$ cat config.mk
export PLATFORM = sky130hd
export DESIGN_NAME = cache_ctrl
export DESIGN_NICKNAME = d
export VERILOG_FILES = /design/src/rtl/cache_ctrl.sv
export SDC_FILE = /design/constraint.sdc
export NUM_CORES = 1
export LEC_CHECK = 0
export ABC_CLOCK_PERIOD_IN_PS = 13400
export BUFFER_PORTS_ARGS = -buffer_cell sky130_fd_sc_hd__buf_2
export CAP_MARGIN = 20
export CORE_MARGIN = 5
export CORE_UTILIZATION = 25
export CTS_CLUSTER_DIAMETER = 150
export DETAILED_ROUTE_END_ITERATION = 7
export GPL_TIMING_DRIVEN = 1
export PLACE_DENSITY = 0.53
export SLEW_MARGIN = 20
export SYNTH_ARGS = -nofsm -noshare
export SYNTH_HDL_FRONTEND = slang
export SYNTH_SLANG_ARGS = --single-unit
export TNS_END_PERCENT = 50
$ cat constraint.sdc
create_clock -name clk -period 13.4 [get_ports clk]
set_input_delay 2.68 -clock clk [delete_from_list [all_inputs] [get_ports clk]]
set_output_delay 2.68 -clock clk [all_outputs]
set_load 0.05 [all_outputs]
$ cat src/rtl/cache_ctrl.sv
// cache_ctrl: sequencer between a CPU, a direct-mapped line cache and a
// word-wide main memory. Reads hit in the cache or fill a whole line from
// memory and look up again. Writes go straight through to memory. A write
// that hits refetches its line so the cache never holds stale data.
// Saturating hit/miss counters are kept for statistics.
module cache_ctrl #(
    parameter int ADDR_W = 15,
    parameter int WORD_W = 32,
    parameter int CNT_W  = 16
) (
    input  logic                clk,
    input  logic                rst,
    input  logic                cpu_rd,
    input  logic                cpu_wr,
    input  logic [ADDR_W-1:0]   cpu_addr,
    input  logic [WORD_W-1:0]   cpu_wdata,
    output logic [WORD_W-1:0]   cpu_rdata,
    output logic                cpu_done,
    input  logic                cache_hit,
    input  logic [WORD_W-1:0]   cache_rdata,
    output logic                cache_re,
    output logic                cache_we,
    output logic [ADDR_W-1:0]   cache_addr,
    output logic [4*WORD_W-1:0] cache_line,
    output logic                mem_re,
    output logic                mem_we,
    output logic [ADDR_W-1:0]   mem_addr,
    output logic [WORD_W-1:0]   mem_wdata,
    input  logic [WORD_W-1:0]   mem_rdata,
    input  logic                mem_ready,
    output logic [CNT_W-1:0]    hit_cnt,
    output logic [CNT_W-1:0]    miss_cnt
);

    typedef enum logic [2:0] {
        IDLE,
        LOOKUP,
        MEM_WR,
        FILL,
        LINE_WR,
        DONE
    } state_e;

    state_e              state_q, state_d;
    logic [ADDR_W-1:0]   addr_q, addr_d;
    logic [WORD_W-1:0]   wdata_q, wdata_d;
    logic [WORD_W-1:0]   rdata_q, rdata_d;
    logic                isWr_q, isWr_d;
    logic [1:0]          k_q, k_d;
    logic [4*WORD_W-1:0] line_q, line_d;
    logic [CNT_W-1:0]    hitCnt_q, hitCnt_d;
    logic [CNT_W-1:0]    missCnt_q, missCnt_d;
    logic                wrHit_q, wrHit_d;
    logic                wrHitVld_q, wrHitVld_d;
    logic                wrHitNow;

    // Counters stick at all-ones instead of wrapping back to zero.
    function automatic logic [CNT_W-1:0] satInc(input logic [CNT_W-1:0] v);
        return (&v) ? v : v + CNT_W'(1);
    endfunction

    assign cache_addr = addr_q;
    assign cache_line = line_q;
    assign hit_cnt    = hitCnt_q;
    assign miss_cnt   = missCnt_q;

    // Next-state and output decode; the write-hit flag is frozen on the first MEM_WR cycle.
    always_comb begin
        state_d    = state_q;
        addr_d     = addr_q;
        wdata_d    = wdata_q;
        rdata_d    = rdata_q;
        isWr_d     = isWr_q;
        k_d        = k_q;
        line_d     = line_q;
        hitCnt_d   = hitCnt_q;
        missCnt_d  = missCnt_q;
        wrHit_d    = wrHit_q;
        wrHitVld_d = wrHitVld_q;
        cpu_rdata  = '0;
        cpu_done   = 1'b0;
        cache_re   = 1'b0;
        cache_we   = 1'b0;
        mem_re     = 1'b0;
        mem_we     = 1'b0;
        mem_addr   = '0;
        mem_wdata  = '0;
        wrHitNow   = wrHitVld_q ? wrHit_q : cache_hit;

        case (state_q)
            IDLE: begin
                if (cpu_wr || cpu_rd) begin
                    addr_d     = cpu_addr;
                    wdata_d    = cpu_wdata;
                    isWr_d     = cpu_wr;
                    rdata_d    = '0;
                    wrHitVld_d = 1'b0;
                    state_d    = cpu_wr ? MEM_WR : LOOKUP;
                end
            end
            LOOKUP: begin
                cache_re = 1'b1;
                if (cache_hit) begin
                    rdata_d  = cache_rdata;
                    hitCnt_d = satInc(hitCnt_q);
                    state_d  = DONE;
                end else begin
                    missCnt_d = satInc(missCnt_q);
                    k_d       = 2'd0;
                    state_d   = FILL;
                end
            end
            MEM_WR: begin
                mem_we    = 1'b1;
                mem_addr  = addr_q;
                mem_wdata = wdata_q;
                if (!wrHitVld_q) begin
                    wrHit_d    = cache_hit;
                    wrHitVld_d = 1'b1;
                end
                if (mem_ready) begin
                    if (wrHitNow) begin
                        hitCnt_d = satInc(hitCnt_q);
                        k_d      = 2'd0;
                        state_d  = FILL;
                    end else begin
                        missCnt_d = satInc(missCnt_q);
                        state_d   = DONE;
                    end
                end
            end
            FILL: begin
                mem_re   = 1'b1;
                mem_addr = {addr_q[ADDR_W-1:2], k_q};
                if (mem_ready) begin
                    for (int w = 0; w < 4; w++) begin
                        if (k_q == 2'(w)) begin
                            line_d[w*WORD_W +: WORD_W] = mem_rdata;
                        end
                    end
                    if (k_q == 2'd3) begin
                        state_d = LINE_WR;
                    end else begin
                        k_d = k_q + 2'd1;
                    end
                end
            end
            LINE_WR: begin
                cache_we = 1'b1;
                state_d  = isWr_q ? DONE : LOOKUP;
            end
            DONE: begin
                cpu_done  = 1'b1;
                cpu_rdata = rdata_q;
                state_d   = IDLE;
            end
            default: begin
                state_d = IDLE;
            end
        endcase
    end

    // State and datapath registers; reset aborts any access in flight.
    always_ff @(posedge clk or posedge rst) begin
        if (rst) begin
            state_q    <= IDLE;
            addr_q     <= '0;
            wdata_q    <= '0;
            rdata_q    <= '0;
            isWr_q     <= 1'b0;
            k_q        <= 2'd0;
            line_q     <= '0;
            hitCnt_q   <= '0;
            missCnt_q  <= '0;
            wrHit_q    <= 1'b0;
            wrHitVld_q <= 1'b0;
        end else begin
            state_q    <= state_d;
            addr_q     <= addr_d;
            wdata_q    <= wdata_d;
            rdata_q    <= rdata_d;
            isWr_q     <= isWr_d;
            k_q        <= k_d;
            line_q     <= line_d;
            hitCnt_q   <= hitCnt_d;
            missCnt_q  <= missCnt_d;
            wrHit_q    <= wrHit_d;
            wrHitVld_q <= wrHitVld_d;
        end
    end

endmodule

==> metrics.md, run 1 <==
| Metric | Value |
|---|---|
| Worst path slowest cell | `nor2_4` |
| Commonest cells after routing, fill and taps aside | `buf_2, dfrtp_1, mux2_2` |
| Status | `finished clean` |
| Die Span X | `215 um` |
| IO Count | `about 380` |
| DR WL/cell | `between 15 and 20 um` |
| Part of the cycle the worst path needs | `between 30% and 40%` |
| # DRC | `0` |
| Pin count of the biggest net entering global routing | `~120` |
| Gr usage total | `between 10% and 20%` |
| Slew headroom | `between 30 and 40%` |
| PD cells | `roughly 290 mW/mm^2` |
| Final nets | `1,311` |
| Post-cts resize count | `0` |
| Critical Path AT | `2.48 ns` |
| First-pass DRT Iterations | `4` |
| Inserted Clock Buffers | `29` |
| Crit path cell chain | `nor2_4 > and2_1 > buf_2` |
| Clk sinks | `between 200 and 250` |
| CTS H-tree depth | `1` |
| DIE HEIGHT | `roughly 210 um` |
| Initial drt markers | `between 300 and 400` |
| Synth-to-Final Area Change | `32.5%` |
| Endpoint type of the worst setup path | `output pin` |
| CTS clk-pin slew, worst paths | `~0.060 ns` |
| Ant diodes | `0` |
| Flop pwr share | `between 30% and 40%` |
| CTS Buffer Depth | `3` |
| Logic pwr share | `around half` |
| CP delay by family, top | `simple AND/OR/NAND/NOR gates` |
| Post-CTS setup buffer count | `0` |
| Synth Net Count | `roughly 950` |
| Final slew viol count | `0` |
| Cts hold-fix bufs | `0` |
| RSZ-0062 raised after global routing | `no` |
| Number of synthesized flops with an enable pin | `0` |
| Dpl cells | `roughly 1,700` |
| Share of layout cells above drive strength 1 | `51.9%` |
| Seq/Total Area, Yosys | `~60%` |
| DP Worst Slack | `8.16 ns` |
| Reg2Reg Setup Slack | `around 10 ns` |
| Worst vdd ir | `approximately 0.15 mV` |
| Final setup margin | `between 8 and 9 ns` |
| Cell variety after synth | `44` |
| Final Hold Fails | `0` |
| Predominant post-synthesis flop cell | `dfrtp_1` |
| R2r worst-path depth | `4` |
| Post-Syn Area per Cell | `between 10 and 15 um^2` |
| Max Fanout on Critical Path | `35` |
| Placement Rows | `75` |
| Final setup vio count | `0` |
| Hold EP | `rdata_q[0]` |
| CP peak stage delay | `0.68 ns` |
| Non-Filler Instances | `1,750` |
| Area leader, netlist | `dfrtp_1` |
| Buffers on Ports | `between 300 and 400` |
| Static leakage power | `approximately 7.2 nW` |
| CORE AREA | `roughly 0.042 mm^2` |
| Vias in the first global route | `a little over 8,000` |
| Synth Instances | `a little over 800` |
| Clock latency on the worst-skew pair | `around 0.56 ns` |
| DRT Wirelength | `slightly above 30 mm` |
| Net Sw Power | `1.91 mW` |
| Mapped cell area | `around 0.010 mm^2` |
| Antenna viol nets, final | `0` |
| Worst path required time | `10.72 ns` |
| Flops & latches, synth | `around 250` |
| Worst path buffer plus inverter count | `1` |
| MaxCap Viol Count | `0` |
| Clock power frac | `20.2%` |
| Hold WC Path Type | `reg2reg` |
| Post-synth top area share | `roughly 59%` |
| Min Tclk post-route | `approximately 5.2 ns` |
| Clk_skew | `between 0.009 and 0.01 ns` |
| Commonest non-fill, non-tap cell in the layout | `buf_2` |
| Worst-Margin Slew | `~1.0 ns` |
| Setup TNS | `0 ns` |
| Internal power | `approximately 2.1 mW` |
| WHS | `0.468 ns` |
| Root buffer cell | `clkbuf_16` |
| RR Endpoint | `miss_cnt[1]` |
| Die area | `0.0462 mm^2` |
| Initial antenna violation count | `1` |
| Via Count | `roughly 7,600` |
| Top post-synthesis cells by area | `dfrtp_1, mux2_2, nand2_1` |
| Crit Path Class | `reg2out` |
| Initial Util | `around 25%` |
| CP Launch Type | `flop` |
| Worst r2r src | `state_q[0]` |
| Vias per std cell | `between 4 and 5` |
| FMAX | `roughly 190 MHz` |
| CTS tree | `done` |
| Gpl congestion | `0.770` |
| Hpwl dp | `approximately 22 mm` |
| Total gr overflow | `0` |
| Post-synth ARST share | `between 90% and 100%` |
| Net Sw Frac | `between 40% and 50%` |
| Min-delay src | `rdata_q[0]` |
| Global-route wire length before repair | `approximately 48 mm` |
| Yosys Warn Count | `0` |
| Worst Hold Depth | `2` |
==> per-layer routing <==
metal	global-route usage [%]	vias up	share of wire, %
li1	-	3583	-
met1	16.2	3749	43
met2	21.3	242	48
met3	3.72	41	7.3
met4	3.37	2	2.1
met5	0	-	0.039
==> per-stage QoR <==
step | area, um^2 | total power, mW | util [%]
after CTS | 13900 | 4.05 | 33.3
after global placement | 12900 | 3.19 | 30.9
final | 13900 | 3.98 | 33.3
after floorplan | 10500 | 2.71 | -
after detailed placement | 12900 | 3.21 | 30.9
after global routing | 13900 | 4.20 | 33.3
==> worst max-delay path by stage <==
| stage | cells past startpoint | from | to | slack, ns |
|---|---|---|---|---|
| after global routing | 3 | state_q[0] | mem_we | 8.07 |
| after global placement | 4 | rst | cache_line[46] | 8.18 |
| after CTS | 3 | state_q[0] | mem_we | 8.18 |
| after floorplan | 1 | rst | cache_addr[0] | 3.93 |
| final | 3 | state_q[0] | mem_we | 8.24 |
| after detailed placement | 4 | rst | cache_line[46] | 8.16 |
==> worst reg2reg max path, delay by kind of cell (launching register included) <==
family / cells / cell delay [ns]
multiplexers: 1 / 0.41
AND/OR/NAND/NOR: 1 / 0.69
AO/OA/AOI/OAI: 2 / 1.07
flip-flops: 1 / 0.65
==> power by group through the flow <==
stage,sequential [mW],combinational (mW),clock [mW]
6_report,1.26,1.92,0.802
5_1_grt,1.31,2.03,0.865
4_1_cts,1.26,1.95,0.837
3_5_place_dp,1.27,1.94,0
3_3_place_gp,1.26,1.93,0
2_1_floorplan,1.97,0.739,0
==> cell type report <==
type | count | area, um^2
Fill cell | 4255 | 27900
Sequential cell | 247 | 6180
Multi-Input combinational cell | 520 | 4090
Timing Repair Buffer | 382 | 1930
Clock buffer | 40 | 837
Tap cell | 539 | 674
Clock inverter | 14 | 145
Inverter | 8 | 37.5
==> cells in the mapped netlist, types with 2 or more instances <==
master,number
nor2b_1,7
nand2_1,90
nand4b_1,2
buf_4,4
buf_2,19
mux2i_1,7
and4_1,6
nor3_1,4
ha_1,6
and3_1,37
nand4_1,11
nor3_2,2
mux2_2,182
a21oi_1,6
dfrtp_1,247
nor3b_1,3
and2_1,53
xnor2_1,15
o21ai_0,40
nor4_1,2
inv_1,8
nand3_1,5
clkbuf_1,24
nand2b_1,3
xor2_1,10
nor2_1,12
==> state kept, by name, summed over array words and instances (netlist names), 2 cells and up <==
| signal | cells |
|---|---|
| cache_addr | 15 |
| cache_line | 128 |
| k_q | 2 |
| rdata_q | 32 |
| state_q | 3 |
| wdata_q | 32 |
| hit_cnt | 16 |
| miss_cnt | 16 |
==> logic make-up (layout without fill, tap and decap cells) <==
| logic type | Yosys count | count (layout) | share of synthesized area [%] |
|---|---|---|---|
| buffers and inverters | 56 | 444 | 2.37 |
| adder cells (fa/ha/maj) | 6 | 6 | 0.716 |
| AND/OR/NAND/NOR | 243 | 243 | 12.6 |
| flip-flops | 247 | 247 | 58.9 |
| AO/OA/AOI/OAI | 57 | 57 | 3.11 |
| XOR/XNOR | 25 | 25 | 2.09 |
| multiplexers | 189 | 189 | 20.2 |
Note: power is estimated with default switching activity, not from simulation.
==> run 2: changes to the inputs <==
- ABC_AREA: unset -> 1
- ABC_CLOCK_PERIOD_IN_PS: 13400 -> 4600
- PLACE_DENSITY: 0.53 -> 0.54
- clock period: 13.4 -> 4.6 ns (I/O delays scaled with it)
==> metrics.md, run 2 <==
| Metric | Value |
|---|---|
| Status | `finished clean (unchanged)` |
| Final Hold Fails | `0 (unchanged)` |
| CP Launch Type | `flop (unchanged)` |
| Vias in the first global route | `9,129 (was 8,072)` |
| Number of synthesized flops with an enable pin | `0 (unchanged)` |
| Yosys Warn Count | `0 (unchanged)` |
| Cell with the most instances after synthesis | `nand2_1 (was dfrtp_1)` |
| Vias per std cell | `4.23 (was 4.35)` |
| Flops & latches, synth | `247 (unchanged)` |
| Flop pwr share | `31.1% (was 31.7%)` |
| Net Sw Power | `5.42 mW (was 1.91 mW)` |
| Fill cell count | `4,652 (was 4,255)` |
| Gpl congestion | `0.787 (was 0.770)` |
| Top post-synthesis cells by area | `dfrtp_1, nand2_1, inv_1 (was dfrtp_1, mux2_2, nand2_1)` |
| Final slew viol count | `0 (unchanged)` |
| Clock latency on the worst-skew pair | `0.56 ns (about the same)` |
| Internal power | `5.54 mW (was 2.07 mW)` |
| Hpwl dp | `23.6 mm (was 21.6 mm)` |
| Crit path cell chain | `nor2_1 > nand2_2 > nor2_1 > buf_2 (was nor2_4 > and2_1 > buf_2)` |
| Endpoint type of the worst setup path | `output pin (unchanged)` |
| Share of layout cells above drive strength 1 | `28.5% (was 51.9%)` |
| Clock power frac | `21.8% (was 20.2%)` |
| CP peak stage delay | `0.49 ns (was 0.68 ns)` |
| Initial Util | `25.3% (was 25.1%)` |
| Total gr overflow | `0 (unchanged)` |
| Critical Path AT | `2.42 ns (was 2.48 ns)` |
| Clk sinks | `247 (unchanged)` |
| R2r worst-path depth | `7 (was 4)` |
| DIE HEIGHT | `219 um (was 215 um)` |
| Worst path slowest cell | `dfrtp_1 (was nor2_4)` |
| Initial drt markers | `707 (was 333)` |
| FMAX | `around 300 MHz` |
| RSZ-0062 raised after global routing | `no (unchanged)` |
| Post-synthesis compound-gate area fraction | `11.0% (was 3.11%)` |
| Commonest non-fill, non-tap cell in the layout | `buf_2 (unchanged)` |
| Post-Synth XOR/XNOR Area | `0.963% (was 2.09%)` |
| Net Sw Frac | `49.5% (was 48.1%)` |
| Antenna viol nets, final | `0 (unchanged)` |
| PD cells | `769 mW/mm^2 (was 286 mW/mm^2)` |
| Crit Path Class | `reg2out (unchanged)` |
| Worst path buffer plus inverter count | `1 (unchanged)` |
| Worst vdd ir | `0.416 mV (was 0.147 mV)` |
| Multi-input gate area | `0.00368 mm^2 (was 0.00409 mm^2)` |
| Worst r2r src | `state_q[0] (unchanged)` |
| Worst path required time | `3.68 ns (was 10.72 ns)` |
| CORE AREA | `0.0432 mm^2 (was 0.0418 mm^2)` |
| Critical path startpoint | `state_q[0] (unchanged)` |
| # DRC | `0 (unchanged)` |
| RR Endpoint | `wdata_q[22] (was miss_cnt[1])` |
| Mapped cell area | `0.0109 mm^2 (was 0.0105 mm^2)` |
| Post-synthesis adder-cell area fraction | `0.688% (was 0.716%)` |
| CP most frequent cell | `nor2_1` |
| Post-synth top area share | `56.6% (was 58.9%)` |
| Die area | `0.0479 mm^2 (was 0.0462 mm^2)` |
| Post-Syn Area per Cell | `8.55 um^2 (was 12.7 um^2)` |
| Dpl cells | `2,190 (was 1,696)` |
| Slew headroom | `44.2% (was 32.7%)` |
| Hold WC Path Type | `in2async (was reg2reg)` |
| Seq/Total Area, Yosys | `56.6% (was 58.9%)` |
| Post-synthesis simple-gate area fraction | `21.2% (was 12.6%)` |
| Max Fanout on Critical Path | `36 (was 35)` |
| Final setup vio count | `0 (unchanged)` |
| CTS clk-pin slew, worst paths | `0.06 ns (about the same)` |
| Part of the cycle the worst path needs | `72.5%` |
| CP Capture Point | `mem_wdata[29] (was mem_we)` |
| Post-CTS setup buffer count | `0 (unchanged)` |
| Synth-to-Final Area Change | `30.5% (was 32.5%)` |
| Initial antenna violation count | `5 (was 1)` |
| MaxCap Viol Count | `0 (unchanged)` |
| CTS Buffer Depth | `3 (unchanged)` |
| Cell depth of the worst setup path | `4 (was 3)` |
| Via Count | `9,501 (was 7,617)` |
| Gr usage total | `13.1% (was 12.7%)` |
| Global-route wire length before repair | `50.8 mm (was 48.0 mm)` |
| Die Span X | `219 um (was 215 um)` |
| Final nets | `1,761 (was 1,311)` |
| Clk_skew | `0.00945 ns (was 0.00946 ns)` |
| Area leader, netlist | `dfrtp_1 (unchanged)` |
| CP delay by family, top | `simple AND/OR/NAND/NOR gates (unchanged)` |
| Largest family of logic cells by synthesized area | `simple AND/OR/NAND/NOR gates (was multiplexers)` |
| Logic pwr share | `47.1% (was 48.1%)` |
| Commonest cells after routing, fill and taps aside | `buf_2, nand2_1, dfrtp_1 (was buf_2, dfrtp_1, mux2_2)` |
| Synth Instances | `1,277 (was 823)` |
| Cell variety after synth | `30 (was 44)` |
| Post-cts resize count | `0 (unchanged)` |
| DRT Wirelength | `33.0 mm (was 30.6 mm)` |
| Non-Filler Instances | `2,247 (was 1,750)` |
| Post-synth ARST share | `100% (unchanged)` |
| Cts hold-fix bufs | `0 (unchanged)` |
| First-pass DRT Iterations | `4 (unchanged)` |
| Multiplexer share of the synthesized area | `0% (was 20.2%)` |
| Worst-Margin Slew | `0.836 ns (was 1.01 ns)` |
| Min Tclk post-route | `around 3.3 ns` |
| Top cells by instance count after synthesis | `nand2_1, dfrtp_1, inv_1 (was dfrtp_1, mux2_2, nand2_1)` |
| Inserted Clock Buffers | `30 (was 29)` |
| Static leakage power | `7.64 nW (was 7.22 nW)` |
| IO Count | `376 (unchanged)` |
| Register Area | `0.00618 mm^2 (unchanged)` |
| Buffers on Ports | `375 (unchanged)` |
| Setup TNS | `0 ns (unchanged)` |
| CTS H-tree depth | `1 (unchanged)` |
| DR WL/cell | `14.7 um (was 17.5 um)` |
| Pin count of the biggest net entering global routing | `112 (was 124)` |
| CTS tree | `done (unchanged)` |
| Root buffer cell | `clkbuf_16 (unchanged)` |
| Synth Net Count | `1,400 (was 946)` |
| Reg2Reg Setup Slack | `2.33 ns (was 10.47 ns)` |
| Predominant post-synthesis flop cell | `dfrtp_1 (unchanged)` |
| Max reg flops | `128 (unchanged)` |
| Placement Rows | `76 (was 75)` |
run 2: cell types whose count changed in the layout (fill, tap and decap cells not counted), moves of 20 or more:
| cell | before | now |
|---|---|---|
| o21ai_1 | 1 | 112 |
| and2_1 | 53 | 0 |
| and3_1 | 37 | 1 |
| nand3_1 | 5 | 58 |
| o21ai_0 | 40 | 89 |
| nor2_1 | 11 | 135 |
| inv_1 | 7 | 165 |
| nand2_1 | 85 | 348 |
| mux2_2 | 182 | 0 |
| o21ai_2 | 0 | 20 |
run 2: cells by family after synthesis:
family | count (synthesis)
DFF | 247
buffers and inverters | 224
and+or+nand+nor | 565
AOI/OAI and AO/OA | 223
adders and majority gates | 6
xor gates and xnor gates | 12
run 2: worst min path at each step:
| stage | from | to | slack [ns] | cells past startpoint |
|---|---|---|---|---|
| after floorplan | k_q[1] | k_q[1] | 0.49 | 2 |
| after global placement | cache_line[114] | cache_line[114] | 0.46 | 2 |
| after detailed placement | cache_line[109] | cache_line[109] | 0.46 | 2 |
| after CTS | rst | cache_addr[10] | 0.36 | 2 |
| after global routing | rst | cache_line[20] | 0.41 | 2 |
| final | rst | cache_line[20] | 0.38 | 2 |
run 2: cell type report:
cell class	instances	share of cell area, %
diodes	2	0.0351
clock buffers	40	5.89
clock inverters	14	1.16
inverters	170	4.52
multi-input cells	806	25.9
flip-flops and latches	247	43.4
well taps	585	5.14
repair buffers	383	14.0
run 2: through the flow:
stage	util, %	power (mW)	cell area, um^2	hold WS [ns]	worst slack (ns)
6_report	33.0	11.0	14200	0.385	1.26
5_1_grt	33.0	11.6	14200	0.408	1.14
4_1_cts	32.9	11.1	14200	0.363	1.14
3_5_place_dp	30.6	8.65	13200	0.463	1.78
3_3_place_gp	30.6	8.56	13200	0.460	1.87
2_1_floorplan	-	7.33	10900	0.491	0.434
run 2: power by group through the flow:
stage,logic (mW),clock network [mW],registers [mW]
after floorplan,2.17,0,5.15
after global placement,5.14,0,3.42
after detailed placement,5.21,0,3.44
after CTS,5.22,2.49,3.42
after global routing,5.57,2.56,3.50
final,5.16,2.39,3.41
run 2: routing by layer:
layer,part of all wire [%],GRT usage (%),vias to the layer above
li1,-,-,4697
met1,44,17.4,4431
met2,45,21.1,308
met3,7.6,3.26,59
met4,2.9,3.71,6
met5,0.085,0,-
